--- src/rtl/drum_shift_restore.sv ---
// DRUM multiplier output end: encodes leading-one masks to shift amounts and restores the product scale.
// Optional macro DRUM_ONEHOT_CHECK_EN compiles in the sticky multi-bit mask detector (onehot_err).
module drum_shift_restore #(
    parameter int SIZE = 8,
    parameter int K    = 4
) (
    input  logic                clk,
    input  logic                rst_n,
    input  logic                in_valid,
    output logic                in_ready,
    input  logic [SIZE-1:0]     lo_a,
    input  logic [SIZE-1:0]     lo_b,
    input  logic [2*K-1:0]      trunc_prod,
    output logic                out_valid,
    input  logic                out_ready,
    output logic [2*SIZE-1:0]   out_product,
    output logic                onehot_err
);

    localparam int SHW = $clog2(SIZE);
    localparam int SSW = $clog2(2 * SIZE);

    // Later iterations overwrite earlier ones, so the highest set bit wins.
    function automatic logic [SHW-1:0] mask_shift(input logic [SIZE-1:0] mask);
        int pos;
        pos = 0;
        for (int i = 0; i < SIZE; i++) begin
            if (mask[i]) pos = i;
        end
        return (pos >= K) ? SHW'(pos - K + 1) : '0;
    endfunction

    logic [SHW-1:0]    sh_a;
    logic [SHW-1:0]    sh_b;
    logic [SSW-1:0]    sh_sum;
    logic              s1_adv;
    logic              s2_adv;
    logic              s1_valid_reg;
    logic [SSW-1:0]    s1_sh_sum_reg;
    logic              s1_zero_reg;
    logic [2*K-1:0]    s1_prod_reg;
    logic              s2_valid_reg;
    logic [2*SIZE-1:0] product_reg;
    logic [2*SIZE-1:0] prod_wide;
    logic [2*SIZE-1:0] restored;

    assign sh_a   = mask_shift(lo_a);
    assign sh_b   = mask_shift(lo_b);
    assign sh_sum = SSW'(sh_a) + SSW'(sh_b);

    assign s2_adv   = !s2_valid_reg || out_ready;
    assign s1_adv   = !s1_valid_reg || s2_adv;
    assign in_ready = s1_adv;

    always_comb begin
        prod_wide = '0;
        prod_wide[2*K-1:0] = s1_prod_reg;
    end

    assign restored = s1_zero_reg ? '0 : (prod_wide << s1_sh_sum_reg);

    always_ff @(posedge clk) begin
        if (!rst_n) begin
            s1_valid_reg  <= 1'b0;
            s1_sh_sum_reg <= '0;
            s1_zero_reg   <= 1'b0;
            s1_prod_reg   <= '0;
            s2_valid_reg  <= 1'b0;
            product_reg   <= '0;
        end else begin
            if (s1_adv) begin
                s1_valid_reg <= in_valid;
                if (in_valid) begin
                    s1_sh_sum_reg <= sh_sum;
                    s1_zero_reg   <= (lo_a == '0) || (lo_b == '0);
                    s1_prod_reg   <= trunc_prod;
                end
            end
            // Output data only changes on a real load, keeping it stable under backpressure.
            if (s2_adv) begin
                s2_valid_reg <= s1_valid_reg;
                if (s1_valid_reg) product_reg <= restored;
            end
        end
    end

    assign out_valid   = s2_valid_reg;
    assign out_product = product_reg;

`ifdef DRUM_ONEHOT_CHECK_EN
    logic multi_a;
    logic multi_b;
    logic onehot_err_reg;

    // x & (x-1) clears the lowest set bit; anything left means two or more bits were set.
    assign multi_a = (lo_a & (lo_a - SIZE'(1))) != '0;
    assign multi_b = (lo_b & (lo_b - SIZE'(1))) != '0;

    always_ff @(posedge clk) begin
        if (!rst_n) begin
            onehot_err_reg <= 1'b0;
        end else if (in_valid && s1_adv && (multi_a || multi_b)) begin
            onehot_err_reg <= 1'b1;
        end
    end

    assign onehot_err = onehot_err_reg;
`else
    assign onehot_err = 1'b0;
`endif

endmodule
--- config.mk ---
export PLATFORM = sky130hd
export DESIGN_NAME = drum_shift_restore
export DESIGN_NICKNAME = d
export VERILOG_FILES = /design/src/rtl/drum_shift_restore.sv
export SDC_FILE = /design/constraint.sdc
export NUM_CORES = 1
export LEC_CHECK = 0
export CORE_MARGIN = 8
export CORE_UTILIZATION = 52
export CTS_CLUSTER_SIZE = 8
export DETAILED_ROUTE_END_ITERATION = 8
export GPL_ROUTABILITY_DRIVEN = 0
export PLACE_DENSITY = 0.9
export SYNTH_ARGS = -nofsm -noshare
export SYNTH_HDL_FRONTEND = slang
export SYNTH_SLANG_ARGS = --single-unit
--- constraint.sdc ---
create_clock -name clk -period 5.6 [get_ports clk]
set_input_delay 1.12 -clock clk [delete_from_list [all_inputs] [get_ports clk]]
set_output_delay 1.12 -clock clk [all_outputs]
set_load 0.1 [all_outputs]
==> metrics <==
status=finished clean; WS Path Type=in2out; Mapped Cells=roughly 210; Worst-Skew Late Latency=0.34 ns; met3 Use GR=between 6 and 7%; DRC viols=0; VDD IR-drop max=~150 uV; CP peak stage delay=1.15 ns; Slowest-stage cell, CP=clkdlybuf4s50_1; Mapped Nets=~240; Critical Path RT=between 4 and 5 ns; Post-synth EDFFs=0; synth warn=0; Yosys reg bits=31; GRT busiest layer=met2; area grow syn2layout=27.55%; M1 GR Usage=a little over a fifth; DR vias/cell=about 5.6; Fmax=0.2436 GHz; M2 GR Usage=a little over a quarter; Core Rows=21; Commonest cells post-synth=dfxtp_1 (31), nand2_1 (31), a21oi_1 (19); Nets=around 280; I/O Pins=47; Top FF cell, synth=dfxtp_1; CTS tree=done; post-CTS setup buffers=0; die height=74.66 microns; fill cell count=approximately 300; FF-to-FF setup slack=around 3.7 ns; min Tclk post-route=between 4 and 5 ns; Detailed Routing Iterations Pass 1=4; Setup TNS=0 ns; Final Cycle Share=roughly three quarters; number of global-route vias before repair=approximately 1600; # diodes=0; post-synthesis cell area=0.001789 sq mm; total grt overflow=0; initial core utilization=between 50% and 60%; clock sinks=31; CTS clk-pin slew, worst paths=about 0.090 ns; Max Slew Vio Count=0; post-route insts no fill=around 290; number of buffers added on ports=45; cts repair resizes=0; first-pass GRT wire length=about 7500 microns; crit-path cells=clkdlybuf4s50_1, nand3b_1, clkdlybuf4s50_1; Crit. End Element=primary output; CORE AREA=between 0.003 and 0.004 sq mm; Yosys top cell by area=dfxtp_1; worst-margin pin slew=roughly 1.0 ns; final hold vios=0; H-tree depth=2; endpoints failing setup=0; DIE AREA=between 0.005 and 0.006 sq mm; DPL Wire Length=between 3000 and 4000 microns; die width=approximately 75 microns; total power after layout=between 0.5 and 0.6 mW; worst-path fanout max=3; Tot GR Track Use=between 15 and 20%; post-synthesis sequential area ratio=a little over a third; post-route ant nets=0; largest net degree at the start of global routing=26; CP bufs+invs=2; max reg flops=16; DR WL/cell=about 15 microns; fraction of registers with async set/reset=0%; syn_area_per_cell=8.602 sq um; Leakage=about 0.84 nW; startpoint types=primary input; max-cap viol count=0; 1st-iter DRT viols=about 130; layout cells sized above 1=between 8 and 9%; Worst EP arrival=about 3.0 ns; Routed WL=4393 microns; RSZ-0062 raised after global routing=no; Cells after DPL=between 200 and 300; Rel. slew slack=around a third; dominant cells by area after synthesis=dfxtp_1 (35%), mux2i_1 (8.4%), nand2_1 (6.5%); clock root cell=clkbuf_4; synth unique cells=44; share of the synthesized area in the top cell type=34.69%; min-delay worst type=reg2reg; buffers from clock root to sink, at most=2; cell mode on critical path=clkdlybuf4s50_1; initial antenna violation count=0; Crit path max-delay family=buffers and inverters; Worst Skew=about 0.0090 ns; total CTS buffers=5; Vias=around 1700; P per Cell Area=225.4 mW/mm^2; hold_buf cts=0
[cell usage in the layout, fill, tap and decap left out, drive strengths merged, types with 2 or more instances in the layout]
cell	Yosys	final
o22ai	5	5
a32oi	4	4
dfxtp	31	31
o21ai	11	11
clkdlybuf4s50	0	45
a22oi	7	7
nand2b	5	5
a21oi	19	19
nor4	7	7
nand2	31	31
a211oi	2	2
nor3	2	2
nor2b	5	5
nor2	15	15
o211a	2	2
inv	8	8
mux2i	15	15
mux2	2	2
ha	6	6
clkbuf	4	6
nand3	3	3
mux4	2	2
[logic make-up (layout without fill, tap and decap cells)]
group / Yosys count / count (layout) / synth area share [%]
AOI/OAI and AO/OA: 56 / 56 / 20.14
xor gates and xnor gates: 1 / 1 / 0.4896
adders and majority gates: 7 / 7 / 5.315
buffers and inverters: 20 / 60 / 5.664
DFF: 31 / 31 / 34.69
muxes: 19 / 19 / 12.17
other: 1 / 1 / 0.2096
and+or+nand+nor: 73 / 73 / 21.33
[area by class of cell]
class / instances / area, sq um / share of cell area (%)
clock buffer: 6 / 51.30 / 2.248
tap: 46 / 57.56 / 2.522
multi-input combinational: 157 / 1067 / 46.77
clock inverter: 1 / 5.005 / 0.2193
inverter: 8 / 30.03 / 1.316
timing repair buffer: 45 / 450.4 / 19.74
sequential: 31 / 620.6 / 27.19
[worst reg2reg max path, stage by stage (launching register included)]
cell and delay, ns:
dfxtp_1 0.79, mux4_2 0.59, mux2i_1 0.27, o21ai_1 0.12
[path summary, 6_finish.rpt]
path / cells past startpoint / endpoint / start
max: 3 / in_ready / out_ready
max reg2reg: 3 / out_product[7] / s1_sh_sum_reg[1]
min: 2 / out_product[4] / out_product[4]
min reg2reg: 2 / out_product[4] / out_product[4]
[metal layers]
metal,part of all wire [%],wire length [microns]
met5,0,0
met4,1.8,78
met3,7.4,326
met2,48,2105
met1,43,1883
[where the power goes]
group	total (mW)	internal, mW	switching, mW	leakage, nW
Sequential	0.250	0.230	0.0194	0.253
Clock	0.135	0.0580	0.0769	0.0341
Combinational	0.130	0.0560	0.0739	0.552
[through the flow]
stage | setup WS [ns] | utilization, % | area [sq um] | hold WS [ns]
finish | 1.495 | 68.93 | 2282 | 0.4517
global route | 1.418 | 68.93 | 2282 | 0.4851
CTS | 1.476 | 68.93 | 2282 | 0.4587
detailed placement | 1.487 | 67.23 | 2226 | 0.4457
global placement | 1.526 | 67.23 | 2226 | 0.4332
floorplan | 2.531 | - | 1789 | 0.4511
(Power assumes the default switching activity.)
